--- src/rtl/alu_share_arbiter_if.sv ---
// alu_share_arbiter_if: requester handshake, response and ALU pin bundle for alu_share_arbiter
interface alu_share_arbiter_if #(
    parameter int NREQ = 2
);
    logic [NREQ-1:0]   req_valid;
    logic [NREQ-1:0]   req_ready;
    logic [4*NREQ-1:0] req_op;
    logic [4*NREQ-1:0] req_a;
    logic [4*NREQ-1:0] req_b;
    logic [NREQ-1:0]   req_lock;
    logic [NREQ-1:0]   resp_valid;
    logic [7:0]        resp_data;
    logic [7:0]        alu_ui_in;
    logic [7:0]        alu_uio;
    logic [7:0]        alu_uo_out;
    logic              busy;

    modport slave (
        input  req_valid, req_op, req_a, req_b, req_lock, alu_uo_out,
        output req_ready, resp_valid, resp_data, alu_ui_in, alu_uio, busy
    );

    modport master (
        output req_valid, req_op, req_a, req_b, req_lock, alu_uo_out,
        input  req_ready, resp_valid, resp_data, alu_ui_in, alu_uio, busy
    );
endinterface

--- src/rtl/alu_share_arbiter.sv ---
// alu_share_arbiter: round-robin sharing of one pipelined 4-bit ALU with lock and tagged response routing
module alu_share_arbiter #(
    parameter int         NREQ    = 2,
    parameter int         ALU_LAT = 2,
    parameter logic [3:0] NOP_OP  = 4'hF
) (
    input logic              clk,
    input logic              rst_n,
    alu_share_arbiter_if.slave bus
);
    localparam int IW    = (NREQ > 1) ? $clog2(NREQ) : 1;
    // issue register stage followed by ALU_LAT+1 stages tracking the ALU pipeline
    localparam int DEPTH = ALU_LAT + 2;

    logic [IW-1:0]             r_ptr;
    logic [IW-1:0]             r_owner;
    logic                      r_lock;
    logic [7:0]                r_ui;
    logic [7:0]                r_uio;
    logic [DEPTH-1:0]          r_tag_v;
    logic [DEPTH-1:0][IW-1:0]  r_tag_id;
    logic                      w_acc;
    logic [IW-1:0]             w_gnt;
    logic [3:0]                w_op;
    logic [3:0]                w_a;
    logic [3:0]                w_b;

    always_comb begin
        w_acc = 1'b0;
        w_gnt = r_ptr;
        if (r_lock) begin
            w_acc = bus.req_valid[r_owner];
            w_gnt = r_owner;
        end else begin
            // descending scan so the requester closest to the pointer wins
            for (int k = NREQ - 1; k >= 0; k--) begin
                if (bus.req_valid[(int'(r_ptr) + k) % NREQ]) begin
                    w_acc = 1'b1;
                    w_gnt = IW'((int'(r_ptr) + k) % NREQ);
                end
            end
        end
        w_op = bus.req_op[4*int'(w_gnt) +: 4];
        w_a  = bus.req_a[4*int'(w_gnt) +: 4];
        w_b  = bus.req_b[4*int'(w_gnt) +: 4];
    end

    always_comb begin
        bus.req_ready = '0;
        if (w_acc) bus.req_ready[w_gnt] = 1'b1;
        bus.resp_valid = '0;
        if (r_tag_v[DEPTH-1]) bus.resp_valid[r_tag_id[DEPTH-1]] = 1'b1;
    end

    always_ff @(posedge clk or negedge rst_n) begin
        if (!rst_n) begin
            r_ui    <= '0;
            r_uio   <= {4'b0, NOP_OP};
            r_tag_v <= '0;
            r_ptr   <= '0;
            r_lock  <= 1'b0;
            r_owner <= '0;
        end else begin
            r_ui    <= w_acc ? {w_b, w_a} : 8'h00;
            r_uio   <= {4'b0, w_acc ? w_op : NOP_OP};
            r_tag_v <= {r_tag_v[DEPTH-2:0], w_acc};
            if (w_acc) begin
                r_ptr   <= (w_gnt == IW'(NREQ - 1)) ? '0 : w_gnt + IW'(1);
                r_lock  <= bus.req_lock[w_gnt];
                r_owner <= w_gnt;
            end
        end
    end

    // ids are only meaningful alongside their valid bit, so they need no reset
    always_ff @(posedge clk) r_tag_id <= {r_tag_id[DEPTH-2:0], w_gnt};

    assign bus.resp_data = bus.alu_uo_out;
    assign bus.alu_ui_in = r_ui;
    assign bus.alu_uio   = r_uio;
    assign bus.busy      = (|r_tag_v) | r_lock;
endmodule

--- src/flat_wrapper.sv ---
// flat-port wrapper written by rule: the top's interface ports become plain ports
module alu_share_arbiter_flat 
#(
    parameter int         NREQ    = 2,
    parameter int         ALU_LAT = 2,
    parameter logic [3:0] NOP_OP  = 4'hF
)
  (clk, rst_n, bus_req_valid, bus_req_op, bus_req_a, bus_req_b, bus_req_lock, bus_alu_uo_out, bus_req_ready, bus_resp_valid, bus_resp_data, bus_alu_ui_in, bus_alu_uio, bus_busy);
  alu_share_arbiter_if #(.NREQ(NREQ)) bus_i ();
  input logic clk;
  input logic rst_n;
  input wire logic [$bits(bus_i.req_valid)-1:0] bus_req_valid;
  input wire logic [$bits(bus_i.req_op)-1:0] bus_req_op;
  input wire logic [$bits(bus_i.req_a)-1:0] bus_req_a;
  input wire logic [$bits(bus_i.req_b)-1:0] bus_req_b;
  input wire logic [$bits(bus_i.req_lock)-1:0] bus_req_lock;
  input wire logic [$bits(bus_i.alu_uo_out)-1:0] bus_alu_uo_out;
  output wire logic [$bits(bus_i.req_ready)-1:0] bus_req_ready;
  output wire logic [$bits(bus_i.resp_valid)-1:0] bus_resp_valid;
  output wire logic [$bits(bus_i.resp_data)-1:0] bus_resp_data;
  output wire logic [$bits(bus_i.alu_ui_in)-1:0] bus_alu_ui_in;
  output wire logic [$bits(bus_i.alu_uio)-1:0] bus_alu_uio;
  output wire logic [$bits(bus_i.busy)-1:0] bus_busy;
  assign bus_i.req_valid = bus_req_valid;
  assign bus_i.req_op = bus_req_op;
  assign bus_i.req_a = bus_req_a;
  assign bus_i.req_b = bus_req_b;
  assign bus_i.req_lock = bus_req_lock;
  assign bus_i.alu_uo_out = bus_alu_uo_out;
  assign bus_req_ready = bus_i.req_ready;
  assign bus_resp_valid = bus_i.resp_valid;
  assign bus_resp_data = bus_i.resp_data;
  assign bus_alu_ui_in = bus_i.alu_ui_in;
  assign bus_alu_uio = bus_i.alu_uio;
  assign bus_busy = bus_i.busy;
  alu_share_arbiter #(.NREQ(NREQ), .ALU_LAT(ALU_LAT), .NOP_OP(NOP_OP)) u_core (.clk(clk), .rst_n(rst_n), .bus(bus_i));
endmodule
--- config.mk ---
export PLATFORM = sky130hd
export DESIGN_NAME = alu_share_arbiter_flat
export DESIGN_NICKNAME = d
export VERILOG_FILES = /design/src/rtl/alu_share_arbiter_if.sv /design/src/rtl/alu_share_arbiter.sv /design/src/flat_wrapper.sv
export SDC_FILE = /design/constraint.sdc
export NUM_CORES = 1
export LEC_CHECK = 0
export ABC_AREA = 1
export BUFFER_PORTS_ARGS = -buffer_cell sky130_fd_sc_hd__buf_4
export CAP_MARGIN = 20
export CORE_MARGIN = 2
export CORE_UTILIZATION = 46
export CTS_BUF_LIST = sky130_fd_sc_hd__clkbuf_8
export CTS_CLUSTER_SIZE = 30
export DETAILED_ROUTE_END_ITERATION = 7
export GPL_ROUTABILITY_DRIVEN = 0
export PLACE_DENSITY_LB_ADDON = 0.2
export SYNTH_ARGS = -nofsm -noshare
export SYNTH_HDL_FRONTEND = slang
export SYNTH_SLANG_ARGS = --single-unit
--- constraint.sdc ---
create_clock -name clk -period 1.89 [get_ports clk]
set_input_delay 0.2835 -clock clk [delete_from_list [all_inputs] [get_ports clk]]
set_output_delay 0.2835 -clock clk [all_outputs]
set_load 0.02 [all_outputs]
* Yosys cells after proc, flatten, opt, wreduce, memory -nomap -nowiden
Index checks and enable logic that the tools add are counted.
** Storage, ports and cells
- Register bits :: 23
- Input port bits :: 38
- Output and inout port bits :: 29
- Logic and storage cells :: 51
** Cells by class
- $add $sub $neg :: 2
- Order comparisons :: 7
- Shift-type cells :: 3
- Mux-type cells :: 24
- Bitwise operators :: 2
- Reductions and logical operators :: 3
** Operators by type and width (count)
- indexed part select 8 x 4 -> 4 bit :: 3
- two-way mux 1 bit :: 18
- < comparator 1 x 2 -> 1 bit, second input constant :: 4
- two-way mux 8 bit :: 1
- two-way mux 2 bit :: 2
- two-way mux 4 bit :: 1
- OR reduction 4 bit :: 1
- < comparator 2 x 3 -> 1 bit, second input constant :: 1
- adder 1 bit, second input constant :: 2
- demux 1 bit (select 1 bit) :: 2
- greater-or-equal comparator 1 bit, second input constant :: 2
- logical AND 1 bit :: 2
- AND 1 bit, first input constant :: 1
- bitwise OR 1 bit :: 1

* Depth between registers and ports, before layout
Gate-level depths: netlist of the first run.
- Word-level depth :: 13
- Mapped depth :: 8
- Depth with buffers taken out :: 8

* Worst setup path after synthesis of the first run
No wires, ideal clock.
- Path kind :: register to output
- From :: reg u_core.r_lock
- To :: out bus_req_ready[0]
- Data arrival time :: 0.997 ns
- Required time :: 1.607 ns
- Path slack :: 0.610 ns
- Cell stages (with the launch flop) :: 6
- Path buffers :: 0
- Cells stage by stage :: dfrtp_1 nand2_4 nand2_2 nand2_4 inv_4 nor2_8
** Between the ends
- Longest elaborated chain between the ends :: 6
- Elaborated cells between the ends (all ways) :: 8
- Those cells by class :: 2 x order compare; 5 x mux; 1 x reduce/logical
** RTL lines
- from (decl) :: RTL line alu_share_arbiter.sv:17 : logic r_lock;
- from (signal assigned) :: RTL line alu_share_arbiter.sv:69 : r_lock <= bus.req_lock[w_gnt];
- two-way mux 1 bit :: RTL line alu_share_arbiter.sv:31 : if (r_lock) begin
- < comparator 1 x 2 -> 1 bit (implied by the code) / greater-or-equal comparator 1 bit (equally long branches) :: RTL line alu_share_arbiter.sv:50 : if (w_acc) bus.req_ready[w_gnt] = 1'b1;
- logical AND 1 bit (implied by the code) :: RTL line alu_share_arbiter.sv:50
- two-way mux 1 bit (implied by the code) :: RTL line alu_share_arbiter.sv:50
- demux 1 bit (select 1 bit)
- two-way mux 2 bit * :: RTL line alu_share_arbiter.sv:50
- to (decl) :: RTL line flat_wrapper.sv:18 : output wire logic [$bits(bus_i.req_ready)-1:0] bus_req_ready;
Mark *: on every way between the ends. The rest lies on a longest branch, timed or not.

* Worst setup path in the final report of the first run
Same ends and word-level chain as after synthesis.

==> summary.txt, run 1 <==
DP Worst Slack -> 0.315 ns
Area of the core -> 0.00219 sq mm
Yosys top cell by area -> dfrtp_1
Largest net degree at the start of global routing -> 20
Max Clk Rate -> 551 MHz
Min Tclk post-route -> 1.81 ns
Sequential cell area -> 562 sq um
Clk_lat worst skew -> 0.27 ns
DIE AREA -> 0.00268 sq mm
Startpoint Class -> register
Design area -> 0.00139 sq mm
M1 WL -> 851 um
Die X -> 51.8 um
Top sig layer -> met4
Fill count -> 183
Clock root buffer master -> clkbuf_8
Endpoints failing setup -> 0
Yosys top cell area share -> 35.7%
Mapped cell area -> 0.00105 sq mm
Buffers & Inverters on Critical Path -> 2
I/O pin total -> 67
Initial antenna violation count -> 0
CTS sink cnt -> 23
H-tree depth -> 1
Slowest cell on crit path -> dfrtp_2
Hold Path Class -> in -> reg
Vias in the first global route -> 795
Routed vias -> 810
Crit-path leading delay family -> simple AND/OR/NAND/NOR gates
Max Cap Viol -> 0
Setup Crit Path Kind -> reg -> out
CTS clk-pin slew, worst paths -> 0.08 ns
Path depth of the worst reg2reg path -> 7
Layout cells sized above 1 -> 47.3%
Syn_area_per_cell -> 9.73 sq um
Power density cells -> 1660 mW/mm^2
Status -> completed
DRT Pass-1 Iters -> 4
Placed Area -> 0.00133 sq mm
First-pass GRT wire length -> 3240 um
Data arrival, critical path -> 1.53 ns
Clk_skew -> 0.00406 ns
CP endpoint kind -> output pin
Slowest cell delay on critical path -> 0.46 ns
CTS Buf Count -> 3
Area taken by multi-input logic gates -> 362 sq um
Hold Path Stages -> 3
Worst-path fanout max -> 19
Power Total -> 2.31 mW
Drc violations -> 0
DRT Wirelength -> 2170 um
WP depth -> 6
P&R area growth vs syn -> 32.5%
CTS tree -> done
Total GRT Usage -> 16.7%
Post-DP HPWL -> 1600 um
Leakage dissipation -> 0.742 nW
WL met2 -> 1160 um
Post-synthesis register bit count -> 23
Synth Instances -> 108
Seq/Total Area, Yosys -> 53.3%
Final #Nets -> 187
Avg WL per Cell -> 12.4 um
ANT cells -> 0
I/O Buffers -> 46
Worst-case clock buffer depth -> 2
Hold_ws -> 0.213 ns
Top cells by area, synth -> dfrtp_1 (36%), dfstp_2 (10%), nand2_1 (9.3%)
RSZ-0062 raised after global routing -> no
Cell Rows -> 17
Number of vias per cell -> 4.60
Crit-path cells -> nand2_4, nand2_2, nand2_8, inv_4, nor2_8, buf_4
Req. time, crit path -> 1.61 ns
Initial Util -> 48.0%
Routed Antenna Nets -> 0
Total gr overflow -> 0
Max VDD drop -> 0.788 mV
DR WL met3 -> 124 um
Crit share post-route -> 96.0%
Die height -> 51.8 um
TNS Setup -> 0 ns
Final Max Slew Viols -> 0
YS warnings -> 0
Final Hold Vio Count -> 0
DR iter-0 viols -> 3
Worst Setup Slack, final -> 0.0752 ns
Post-synthesis cell type count -> 22
worst reg2reg max path: stages (launching register included):
cell	delay [ns]
dfrtp_2	0.46
nand2_4	0.15
nand2_2	0.11
nand2_8	0.16
inv_4	0.06
nor2_8	0.15
nand2_1	0.07
nand2_1	0.06
through the flow:
step,utilization (%),std cells
5_1_grt,63.6,176
3_5_place_dp,60.5,171
2_1_floorplan,-,111
3_3_place_gp,60.5,171
6_report,63.6,176
4_1_cts,63.1,176
timing repair:
| item | 4_1_cts | 5_1_grt |
|---|---|---|
| endpoints found under the hold margin | 15 | 0 |
| setup buffers | 0 | 0 |
| gates resized for setup | 0 | 2 |
| hold buffers | 1 | 0 |
| setup endpoints to repair | 0 | 1 |
metal layers:
| layer | track usage [%] | vias to the layer above |
|---|---|---|
| met5 | 0 | - |
| met4 | 10.1 | 0 |
| met3 | 2.87 | 5 |
| met2 | 29.3 | 24 |
| met1 | 18.7 | 375 |
| li1 | - | 406 |
power by group:
part           internal [mW]  switching (mW)  leakage, nW
combinational          0.442           0.699        0.461
sequential             0.751           0.109        0.255
clock                  0.147           0.158       0.0255
total                   1.34           0.966        0.742
cell usage after synthesis (all sizes together):
library cell,count
dfstp,4
nand2,33
buf,14
inv,8
o21ai,2
conb,1
nor2,6
nand3,19
dfxtp,4
nand4,1
dfrtp,15
a21oi,1
kinds of logic (layout without fill, tap and decap cells):
kind of cell	count (synthesis)	count (layout)	share of synthesized area [%]
buf+inv	22	59	14.2
other cells	1	4	0.357
compound gates	3	3	2.14
flops	23	23	53.3
simple gates	59	59	30.0
final cells by class:
type | count | share of cell area, %
Sequential cell | 23 | 40.3
Multi-Input combinational cell | 66 | 26.0
Timing Repair Buffer | 47 | 25.5
Clock buffer | 3 | 2.96
Tap cell | 28 | 2.52
Inverter | 8 | 2.34
Clock inverter | 1 | 0.359
flip-flops by register name, indices dropped and copies added, names as in the netlist:
register and cells:
u_core.bus.alu_ui_in 8, u_core.bus.alu_uio 4, u_core.r_lock 1, u_core.r_owner 1, u_core.r_ptr 1, u_core.r_tag_id 4
u_core.r_tag_v 4
worst paths after layout:
check | startpoint | endpoint | slack (ns)
max reg2reg | u_core.r_lock$_DFFE_PN0N_ | u_core.bus.alu_ui_in[4]$_DFF_PN0_ | 0.60
max | u_core.r_lock$_DFFE_PN0N_ | bus_req_ready[0] | 0.08
max in group asynchronous | rst_n | u_core.bus.alu_uio[1]$_DFF_PN1_ | 1.20
min in group asynchronous | rst_n | u_core.r_tag_v[3]$_DFF_PN0_ | 0.42
min reg2reg | u_core.r_tag_id[2]$_DFF_P_ | u_core.r_tag_id[3]$_DFF_P_ | 0.33
min | bus_req_a[3] | u_core.bus.alu_ui_in[3]$_DFF_PN0_ | 0.21
layout by cell type, fill, tap and decap left out, types with 4 or more instances in the layout:
cell type   n
dfrtp_1    14
nand3_1    18
buf_4      46
nor2_1      5
dfxtp_1     4
dfstp_2     4
conb_1      4
inv_1       4
nand2_1    26
(Power assumes the default switching activity.)
==> run 2: changes to the inputs <==
--- a/config.mk
+++ b/config.mk
@@ -8,8 +8,11 @@
 export ABC_AREA = 1
 export BUFFER_PORTS_ARGS = -buffer_cell sky130_fd_sc_hd__buf_4
 export CAP_MARGIN = 20
+export CELL_PAD_IN_SITES_DETAIL_PLACEMENT = 1
+export CELL_PAD_IN_SITES_GLOBAL_PLACEMENT = 1
+export CORE_ASPECT_RATIO = 0.5
 export CORE_MARGIN = 2
-export CORE_UTILIZATION = 46
+export CORE_UTILIZATION = 33
 export CTS_BUF_LIST = sky130_fd_sc_hd__clkbuf_8
 export CTS_CLUSTER_SIZE = 30
 export DETAILED_ROUTE_END_ITERATION = 7
==> summary.txt, run 2 (synthesis results as in run 1) <==
Avg WL per Cell -> 12.5 um
ANT cells -> 0
CTS tree -> done
Area of the core -> 0.00301 sq mm
Endpoints failing setup -> 0
CTS Buf Count -> 3
DRT Pass-1 Iters -> 4
TNS Setup -> 0 ns
Req. time, crit path -> 1.61 ns
Min Tclk post-route -> 1.79 ns
First-pass GRT wire length -> 3800 um
I/O Buffers -> 46
CTS clk-pin slew, worst paths -> 0.08 ns
Worst-case clock buffer depth -> 2
Number of vias per cell -> 4.35
Design area -> 0.00143 sq mm
RSZ-0062 raised after global routing -> no
CP endpoint kind -> output pin
DRT Wirelength -> 2380 um
Die X -> 83.8 um
Commonest non-fill, non-tap cell in the layout -> buf_4
Initial antenna violation count -> 0
Largest net degree at the start of global routing -> 20
Clock root buffer master -> clkbuf_8
Clk_skew -> 0.00392 ns
Final Hold Vio Count -> 0
I/O pin total -> 67
Startpoint Class -> register
DIE AREA -> 0.00368 sq mm
DR iter-0 viols -> 18
Routed Antenna Nets -> 0
H-tree depth -> 1
Leakage dissipation -> 0.756 nW
Most frequent cells in the layout -> buf_4 (49), nand2_1 (26), nand3_1 (18)
Power density cells -> 1640 mW/mm^2
Max Clk Rate -> 560 MHz
Clk_lat worst skew -> 0.27 ns
Placed Area -> 0.00134 sq mm
Total gr overflow -> 0
Drc violations -> 0
Worst-path fanout max -> 12
Initial Util -> 34.9%
Max reg flops -> 8
P&R area growth vs syn -> 36.1%
Final Util -> 47.5%
Final #Nets -> 190
Post-DP HPWL -> 1850 um
Crit share post-route -> 94.6%
Status -> completed
Routed vias -> 830
Total GRT Usage -> 14.0%
Data arrival, critical path -> 1.50 ns
Die height -> 43.9 um
CTS sink cnt -> 23
Setup Crit Path Kind -> reg -> out
Max Cap Viol -> 0
Cell Rows -> 14
Layout cells sized above 1 -> 48.3%
Hold_ws -> 0.206 ns
Final Max Slew Viols -> 0
Vias in the first global route -> 802
Max VDD drop -> 0.596 mV
Hold Path Class -> in -> reg
run 2: through the flow:
step | setup slack [ns] | cells | power, mW
after floorplan | 0.610 | 111 | 1.66
after global placement | 0.325 | 183 | 1.99
after detailed placement | 0.281 | 183 | 2.03
after CTS | 0.0122 | 188 | 2.36
after global routing | 0.0121 | 191 | 2.52
final | 0.103 | 191 | 2.35
run 2: per-layer routing:
layer	global-route usage, %	routed length, um
met1	17.2	1020
met2	22.2	1170
met3	5.52	182
met4	6.13	12
met5	0	0
run 2: worst max-delay path, stage by stage, from the launching register on:
cell,delay [ns]
dfrtp_2,0.46
nand2_4,0.15
nand2_2,0.11
nand2_8,0.12
inv_4,0.05
nor2_8,0.17
buf_4,0.17
run 2: cell type report:
type,instances,area (sq um)
Fill cell,369,1580
Timing Repair Buffer,50,378
Multi-Input combinational cell,66,362
Sequential cell,23,562
Clock inverter,1,5.00
Tap cell,40,50.0
Clock buffer,3,41.3
Inverter,8,32.5
run 2: worst paths after layout:
path                                                 start                                 to  slack, ns  cells past startpoint
worst max-delay path             u_core.r_lock$_DFFE_PN0N_                   bus_req_ready[0]       0.10                      6
worst min-delay path                          bus_req_a[0]  u_core.bus.alu_ui_in[0]$_DFF_PN0_       0.21                      3
worst max register to register   u_core.r_lock$_DFFE_PN0N_  u_core.bus.alu_ui_in[6]$_DFF_PN0_       0.63                      7
worst min register to register  u_core.r_tag_id[0]$_DFF_P_         u_core.r_tag_id[1]$_DFF_P_       0.33                      0
max in group asynchronous                            rst_n    u_core.bus.alu_uio[3]$_DFF_PN1_       1.21                      2
min in group asynchronous                            rst_n           u_core.r_ptr$_DFFE_PN0N_       0.42                      2
run 2: timing repair:
item	CTS	global route
setup endpoints to repair	1	1
endpoints found under the hold margin	15	0
buffers inserted	0	3
hold buffers	1	0
pin swaps	0	1
resized for setup	1	1
run 2: where the power goes:
part / switching [mW] / leakage (nW) / internal, mW
logic: 0.720 / 0.475 / 0.466
clock network: 0.158 / 0.0255 / 0.147
registers: 0.107 / 0.255 / 0.750
==> run 3: changes to the inputs <==
--- a/config.mk
+++ b/config.mk
@@ -18,6 +18,7 @@
 export DETAILED_ROUTE_END_ITERATION = 7
 export GPL_ROUTABILITY_DRIVEN = 0
 export PLACE_DENSITY_LB_ADDON = 0.2
+export RECOVER_POWER = 100
 export SYNTH_ARGS = -nofsm -noshare
 export SYNTH_HDL_FRONTEND = slang
 export SYNTH_SLANG_ARGS = --single-unit
==> summary.txt, run 3 (synthesis results as in run 1) <==
Commonest non-fill, non-tap cell in the layout -> buf_4
CP endpoint kind -> output pin
Final Max Slew Viols -> 0
Avg WL per Cell -> 12.6 um
Worst-path fanout max -> 12
Leakage dissipation -> 0.693 nW
Routed vias -> 834
Min Tclk post-route -> 1.78 ns
RSZ-0062 raised after global routing -> no
TNS Setup -> 0 ns
Cell Rows -> 14
I/O pin total -> 67
Initial antenna violation count -> 0
Initial Util -> 34.9%
Routed Antenna Nets -> 0
Most frequent cells in the layout -> buf_4 (32), nand2_1 (27), nand3_1 (18)
Clk_skew -> 0.00360 ns
Die X -> 83.8 um
Layout cells sized above 1 -> 36.4%
Number of vias per cell -> 4.37
Max Clk Rate -> 561 MHz
Hold_ws -> 0.207 ns
Max VDD drop -> 0.554 mV
Power Total -> 2.21 mW
Drc violations -> 0
Max reg flops -> 8
Area of the core -> 0.00301 sq mm
Max Cap Viol -> 0
DIE AREA -> 0.00368 sq mm
DP Worst Slack -> 0.281 ns
Die height -> 43.9 um
Largest net degree at the start of global routing -> 20
Vias in the first global route -> 802
ANT cells -> 0
I/O Buffers -> 46
Total GRT Usage -> 14.0%
Setup Crit Path Kind -> reg -> out
DR iter-0 viols -> 18
Total gr overflow -> 0
Placed Area -> 0.00134 sq mm
Clk_lat worst skew -> 0.27 ns
Crit share post-route -> 94.3%
H-tree depth -> 1
CTS tree -> done
Endpoints failing setup -> 0
Worst Setup Slack, final -> 0.108 ns
First-pass GRT wire length -> 3800 um
Data arrival, critical path -> 1.50 ns
Final Hold Vio Count -> 0
R2R Setup Slk -> 0.51 ns
Power density cells -> 1620 mW/mm^2
P&R area growth vs syn -> 29.8%
CTS sink cnt -> 23
Clock root buffer master -> clkbuf_8
CTS Buf Count -> 3
Design area -> 0.00136 sq mm
Startpoint Class -> register
CTS clk-pin slew, worst paths -> 0.08 ns
Final #Nets -> 190
Hold Path Class -> in -> reg
Status -> completed
Req. time, crit path -> 1.61 ns
DRT Wirelength -> 2400 um
Worst-margin pin slew -> 1.03 ns
DRT Pass-1 Iters -> 4
Worst-case clock buffer depth -> 2
Post-DP HPWL -> 1850 um
Relative slew slack -> 31.3%
-- run 3: cell count changes in the layout (fill, tap and decap cells not counted), sizes merged --
cell / delta
buf: -17
clkbuf: +17
-- run 3: metal layers --
metal	up-vias	GRT usage, %	share of wire [%]
li1	412	-	-
met1	388	17.2	43
met2	28	22.2	48
met3	6	5.52	8.0
met4	0	6.13	0.96
met5	-	0	0
-- run 3: path summary, 6_finish.rpt --
check,start,endpoint,depth (start not counted)
max,u_core.r_lock$_DFFE_PN0N_,bus_req_ready[0],6
min,bus_req_a[0],u_core.bus.alu_ui_in[0]$_DFF_PN0_,3
max reg2reg,u_core.r_lock$_DFFE_PN0N_,u_core.bus.alu_ui_in[6]$_DFF_PN0_,6
min reg2reg,u_core.r_tag_id[0]$_DFF_P_,u_core.r_tag_id[1]$_DFF_P_,0
max in group asynchronous,rst_n,u_core.r_lock$_DFFE_PN0N_,2
min in group asynchronous,rst_n,u_core.r_ptr$_DFFE_PN0N_,2
-- run 3: cell type report --
cell class,instances,area (sq um)
tap,40,50.0
multi-input combinational,66,359
fill,370,1650
inverter,8,32.5
timing repair buffer,50,314
clock inverter,1,5.00
sequential,23,562
clock buffer,3,41.3
-- run 3: critical path: stages, from the launching register on --
cell	delay (ns)
dfrtp_2	0.46
nand2_4	0.15
nand2_2	0.11
nand2_8	0.12
inv_4	0.05
nor2_8	0.17
buf_4	0.17
-- run 3: stage by stage --
stage,utilization [%],cells
after floorplan,-,111
after global placement,44.5,183
after detailed placement,44.5,183
after CTS,46.7,188
after global routing,45.3,191
final,45.3,191
-- run 3: what timing repair did --
item / in CTS / in global routing
endpoints found under the hold margin: 15 / 0
pin swaps: 0 / 1
buffers inserted: 0 / 3
setup endpoints to repair: 1 / 1
gates resized for setup: 1 / 1
hold buffers: 1 / 0
-- run 3: where the power goes --
group	total [mW]	leakage, nW	internal [mW]	switching (mW)
Clock	0.305	0.0255	0.147	0.158
Combinational	1.05	0.412	0.332	0.715
Sequential	0.854	0.255	0.750	0.105
